--- src/rtl/div_pkg.sv ---
// Shared constants, state codes and bus widths for the multi-cycle divider.
package div_pkg;

    localparam logic RST_ENABLE  = 1'b1;
    localparam logic STOP        = 1'b1;
    localparam logic NO_STOP     = 1'b0;

    localparam logic DIV_RESULT_READY     = 1'b1;
    localparam logic DIV_RESULT_NOT_READY = 1'b0;
    localparam logic DIV_START            = 1'b1;
    localparam logic DIV_STOP             = 1'b0;

    localparam int unsigned REG_BUS        = 32;
    localparam int unsigned DOUBLE_REG_BUS = 64;

    typedef enum logic [1:0] {
        DIV_FREE   = 2'b00,
        DIV_BYZERO = 2'b01,
        DIV_ON     = 2'b10,
        DIV_END    = 2'b11
    } div_state_t;

endpackage

--- src/rtl/div.sv ---
// Radix-2 restoring divider for DIV/DIVU: one quotient bit per clock,
// result {remainder, quotient} held until the requester drops start_i.
module div
    import div_pkg::*;
#(
    parameter int unsigned WIDTH = REG_BUS,
    parameter int unsigned CNT_W = 6
) (
    input  logic               clk,
    input  logic               rst,
    input  logic               signed_div_i,
    input  logic [WIDTH-1:0]   opdata1_i,
    input  logic [WIDTH-1:0]   opdata2_i,
    input  logic               start_i,
    input  logic               annul_i,
    output logic [2*WIDTH-1:0] result_o,
    output logic               ready_o
);

    div_state_t         state, state_d;
    logic [CNT_W-1:0]   cnt, cnt_d;
    logic [WIDTH-1:0]   dvd, dvd_d;
    logic [WIDTH-1:0]   rem, rem_d;
    logic [WIDTH-1:0]   dvs, dvs_d;
    logic               q_neg, q_neg_d;
    logic               r_neg, r_neg_d;
    logic [2*WIDTH-1:0] result_d;
    logic               ready_d;

    logic               op1_neg, op2_neg;
    logic [WIDTH-1:0]   mag1, mag2;
    logic [WIDTH:0]     r_sh, diff;
    logic [WIDTH-1:0]   quot_f, rem_f;

    // Operand magnitudes, one restoring step and final sign fix-up.
    always_comb begin
        op1_neg = signed_div_i & opdata1_i[WIDTH-1];
        op2_neg = signed_div_i & opdata2_i[WIDTH-1];
        mag1    = op1_neg ? (~opdata1_i + WIDTH'(1)) : opdata1_i;
        mag2    = op2_neg ? (~opdata2_i + WIDTH'(1)) : opdata2_i;
        // Compare one bit wider than the operands so all-ones divisors cannot wrap.
        r_sh    = {rem, dvd[WIDTH-1]};
        diff    = r_sh - {1'b0, dvs};
        quot_f  = q_neg ? (~dvd + WIDTH'(1)) : dvd;
        rem_f   = r_neg ? (~rem + WIDTH'(1)) : rem;
    end

    // Next-state and next-output logic.
    always_comb begin
        state_d  = state;
        cnt_d    = cnt;
        dvd_d    = dvd;
        rem_d    = rem;
        dvs_d    = dvs;
        q_neg_d  = q_neg;
        r_neg_d  = r_neg;
        result_d = result_o;
        ready_d  = ready_o;

        unique case (state)
            DIV_FREE: begin
                result_d = '0;
                ready_d  = DIV_RESULT_NOT_READY;
                if (start_i == DIV_START && !annul_i) begin
                    if (opdata2_i == '0) begin
                        state_d = DIV_BYZERO;
                    end else begin
                        state_d = DIV_ON;
                        cnt_d   = '0;
                        dvd_d   = mag1;
                        rem_d   = '0;
                        dvs_d   = mag2;
                        q_neg_d = op1_neg ^ op2_neg;
                        r_neg_d = op1_neg;
                    end
                end
            end
            DIV_BYZERO: begin
                if (annul_i) begin
                    state_d  = DIV_FREE;
                    result_d = '0;
                    ready_d  = DIV_RESULT_NOT_READY;
                end else begin
                    state_d  = DIV_END;
                    result_d = '0;
                    ready_d  = DIV_RESULT_READY;
                end
            end
            DIV_ON: begin
                if (annul_i) begin
                    state_d  = DIV_FREE;
                    cnt_d    = '0;
                    result_d = '0;
                    ready_d  = DIV_RESULT_NOT_READY;
                end else if (cnt == CNT_W'(WIDTH)) begin
                    state_d  = DIV_END;
                    cnt_d    = '0;
                    result_d = {rem_f, quot_f};
                    ready_d  = DIV_RESULT_READY;
                end else begin
                    // The dividend register fills with quotient bits from the bottom.
                    if (!diff[WIDTH]) begin
                        rem_d = diff[WIDTH-1:0];
                        dvd_d = {dvd[WIDTH-2:0], 1'b1};
                    end else begin
                        rem_d = r_sh[WIDTH-1:0];
                        dvd_d = {dvd[WIDTH-2:0], 1'b0};
                    end
                    cnt_d = cnt + CNT_W'(1);
                end
            end
            DIV_END: begin
                if (annul_i || start_i == DIV_STOP) begin
                    state_d  = DIV_FREE;
                    result_d = '0;
                    ready_d  = DIV_RESULT_NOT_READY;
                end
            end
            default: state_d = DIV_FREE;
        endcase
    end

    always_ff @(posedge clk) begin
        if (rst == RST_ENABLE) begin
            state    <= DIV_FREE;
            cnt      <= '0;
            dvd      <= '0;
            rem      <= '0;
            dvs      <= '0;
            q_neg    <= 1'b0;
            r_neg    <= 1'b0;
            result_o <= '0;
            ready_o  <= DIV_RESULT_NOT_READY;
        end else begin
            state    <= state_d;
            cnt      <= cnt_d;
            dvd      <= dvd_d;
            rem      <= rem_d;
            dvs      <= dvs_d;
            q_neg    <= q_neg_d;
            r_neg    <= r_neg_d;
            result_o <= result_d;
            ready_o  <= ready_d;
        end
    end

endmodule

--- config.mk ---
export PLATFORM = sky130hd
export DESIGN_NAME = div
export DESIGN_NICKNAME = d
export VERILOG_FILES = /design/src/rtl/div_pkg.sv /design/src/rtl/div.sv
export SDC_FILE = /design/constraint.sdc
export NUM_CORES = 1
export LEC_CHECK = 0
export ABC_AREA = 1
export CORE_UTILIZATION = 40
export DETAILED_ROUTE_END_ITERATION = 12
export PLACE_DENSITY_LB_ADDON = 0.08
export REMOVE_ABC_BUFFERS = 1
export SYNTH_ARGS = -nofsm -noshare
export SYNTH_HDL_FRONTEND = slang
export SYNTH_SLANG_ARGS = --single-unit
--- constraint.sdc ---
create_clock -name clk -period 5.6 [get_ports clk]
set_input_delay 1.4 -clock clk [delete_from_list [all_inputs] [get_ports clk]]
set_output_delay 1.4 -clock clk [all_outputs]
set_load 0.05 [all_outputs]
==> impl_metrics.tcl <==
set metrics [dict create \
    root_buffer "clkbuf_16" \
    wl_met3_mm 1.94 \
    rows 65 \
    setup_ws_ns 1.65 \
    grt_use_total 0.261 \
    synth_top_area_frac 0.262 \
    finalSetupViolations 0 \
    cp-end-kind "flip-flop" \
    start_util 0.410 \
    maxSlewViolCount 0 \
    area_growth_pct 16.4 \
    postRouteAntennaNets 0 \
    ys_warn_count 0 \
    die_w_um 183 \
    core_mm2 0.0318 \
    critPathMaxFanout 25 \
    vias_per_cell 5.16 \
    cts_max_path_buffers 2 \
    drc 0 \
    synthArstFlopShare 0 \
    crit_type "in -> reg" \
    cts_buffers 17 \
    synth.avg_cell_area_um2 5.92 \
    wl_mm 42.9 \
    crit_path_start_kind "input port" \
    synthCells 2205 \
    fin_crit_ns 3.95 \
    htree_levels 4 \
    grt_setup_unrepaired "false" \
    dieHeight_um 183 \
    drive_above_1_share 0.0387 \
    cts_hold_buf 0 \
    antenna_found_initial 0 \
    top_layer "met4" \
    ys_top_cells_by_area "dfxtp_1 (26%), nand2_1 (19%), inv_1 (8.7%)" \
    post-route-util 0.478 \
    drt-initial-drc-count 1205 \
    n_antenna_cell 0 \
    final.setup_skew_ns 0.0123 \
    relSlewSlack 0.276 \
    synth_edf_count 0 \
    cts_sinks 171 \
    fillerInstances 3457 \
    num_io_pins 134 \
    die-area_mm2 0.0334 \
    ir_drop_mv 0.281 \
    synthDistinctLibCells 50 \
    fin_nets 2399 \
    dr_wl_met2_mm 18.4 \
    netlist_top_cells_count "nand2_1 (656), inv_1 (304), nand3_1 (217), a21oi_1 (208), nor2_1 (183)" \
    grt_max_degree 75 \
    p_per_area_mw_per_mm2 335 \
    p_leak_nw 7.06 \
    outcome "complete, no violations" \
    grt_pass1_vias 12900 \
    synthMuxAreaShare 0 \
    dp_hpwl_mm 33.1 \
    vias 14100 \
    grt_pass1_wl_mm 68.2 \
    crit_required_ns 5.95 \
    synth_seq_cells 171 \
    gp_congestion 0.940 \
    cts.repair.resized 0 \
    hold_path.class "reg -> reg" \
    synth_area_mm2 0.0131 \
    synth-xor-area-share 0.0423 \
    portBuffers 133 \
    drv_cap 0 \
    wl_per_cell_um 15.7 \
    yosysSeqAreaShare 0.262 \
    synth_adder_area_share 0.0418 \
    fmaxAchievable_mhz 253 \
    post-cts-setup-buffers 0 \
    ys.flop_type "dfxtp_1" \
    clk_latency_ns 0.46 \
    arrival_ns 4.31 \
    grt_overflow 0 \
    drt-met1-wl_mm 21.4 \
    dp_slack_ns 1.16 \
    drt-pass1-iter-count 7 \
    cts_tree "done" \
    clk_pin_slew_ns 0.07 \
    synth_top_family_by_area "simple AND/OR/NAND/NOR gates" \
    synth_compound_area_frac 0.147 \
    hold_viol_final 0 \
    tightest_slew_ns 1.08 \
    yosysTopAreaCell "dfxtp_1" \
    synth_most_common_cell "nand2_1" \
    finalCritPeriodShare 0.706 \
    tns_ns 0 \
    synth_simple_gate_area_frac 0.387 \
]
## critical path: stages
cell	delay (ns)
clkdlybuf4s50_1	0.48
nor2_1	0.24
nand2_1	0.10
nor2_1	0.15
nand2_1	0.08
nor2_2	0.15
nand2_1	0.07
nand3_1	0.30
inv_2	0.08
nand2_2	0.40
inv_1	0.47
o21ai_0	0.32
nor2_1	0.06
## cell type report
cell class                 count  area, µm²  area share
timing repair buffer         143       1420      0.0933
tap                          435        544      0.0358
clock inverter                13        131     0.00865
multi-input combinational   1641       8060       0.530
clock buffer                  19        443      0.0292
inverter                     313       1170      0.0774
sequential                   171       3420       0.225
## worst paths after layout
kind	startpoint	endpoint	slack [ns]	cells past startpoint
worst max-delay path	opdata2_i[13]	dvd[19]$_SDFFE_PP0P_	1.65	13
worst min-delay path	result_o[19]$_SDFFE_PP0P_	result_o[19]$_SDFFE_PP0P_	0.46	2
worst max register to register	state[0]$_SDFFE_PP0P_	result_o[33]$_SDFFE_PP0P_	1.88	13
worst min register to register	result_o[19]$_SDFFE_PP0P_	result_o[19]$_SDFFE_PP0P_	0.46	2
## per-stage QoR
step	instances	cell area, µm²	total power [mW]	hold WS [ns]
after CTS	2735	15200	5.09	0.466
after global placement	2703	14600	3.86	0.454
after detailed placement	2703	14600	3.86	0.455
after floorplan	2125	12700	3.12	0.430
after global routing	2735	15200	5.47	0.479
final	2735	15200	5.09	0.463
## layer usage
metal | vias to the layer above | global-route usage
met5 | - | 0
met1 | 6454 | 0.375
li1 | 7227 | -
met3 | 61 | 0.0375
met2 | 379 | 0.395
met4 | 0 | 0.0874
## cells by family (layout without fill, tap and decap cells)
| logic type | after synthesis | count (layout) |
|---|---|---|
| and+or+nand+nor | 1173 | 1173 |
| buffers and inverters | 393 | 488 |
| AOI/OAI and AO/OA | 362 | 362 |
| DFF | 171 | 171 |
| xor gates and xnor gates | 63 | 63 |
| adders and majority gates | 43 | 43 |
## state kept, by name (all words and copies together) (netlist names)
signal,count
result_o,64
dvd,32
dvs,32
rem,32
cnt,6
state,2
q_neg,1
r_neg,1
ready_o,1
## layout by cell type, fill, tap and decap left out, drive strengths merged, types with 29 or more instances in the layout
| cell type | count |
|---|---|
| nand3 | 221 |
| nand4 | 29 |
| clkdlybuf4s50 | 132 |
| nand2 | 673 |
| ha | 42 |
| dfxtp | 171 |
| a21oi | 212 |
| nor2 | 188 |
| inv | 320 |
| o21ai | 119 |
| xor2 | 48 |
## power by group
part           switching (mW)  total, mW  internal, mW
logic                    1.64       2.33         0.693
registers               0.159       1.55          1.39
clock network           0.578       1.21         0.636
(Power assumes the default switching activity.)
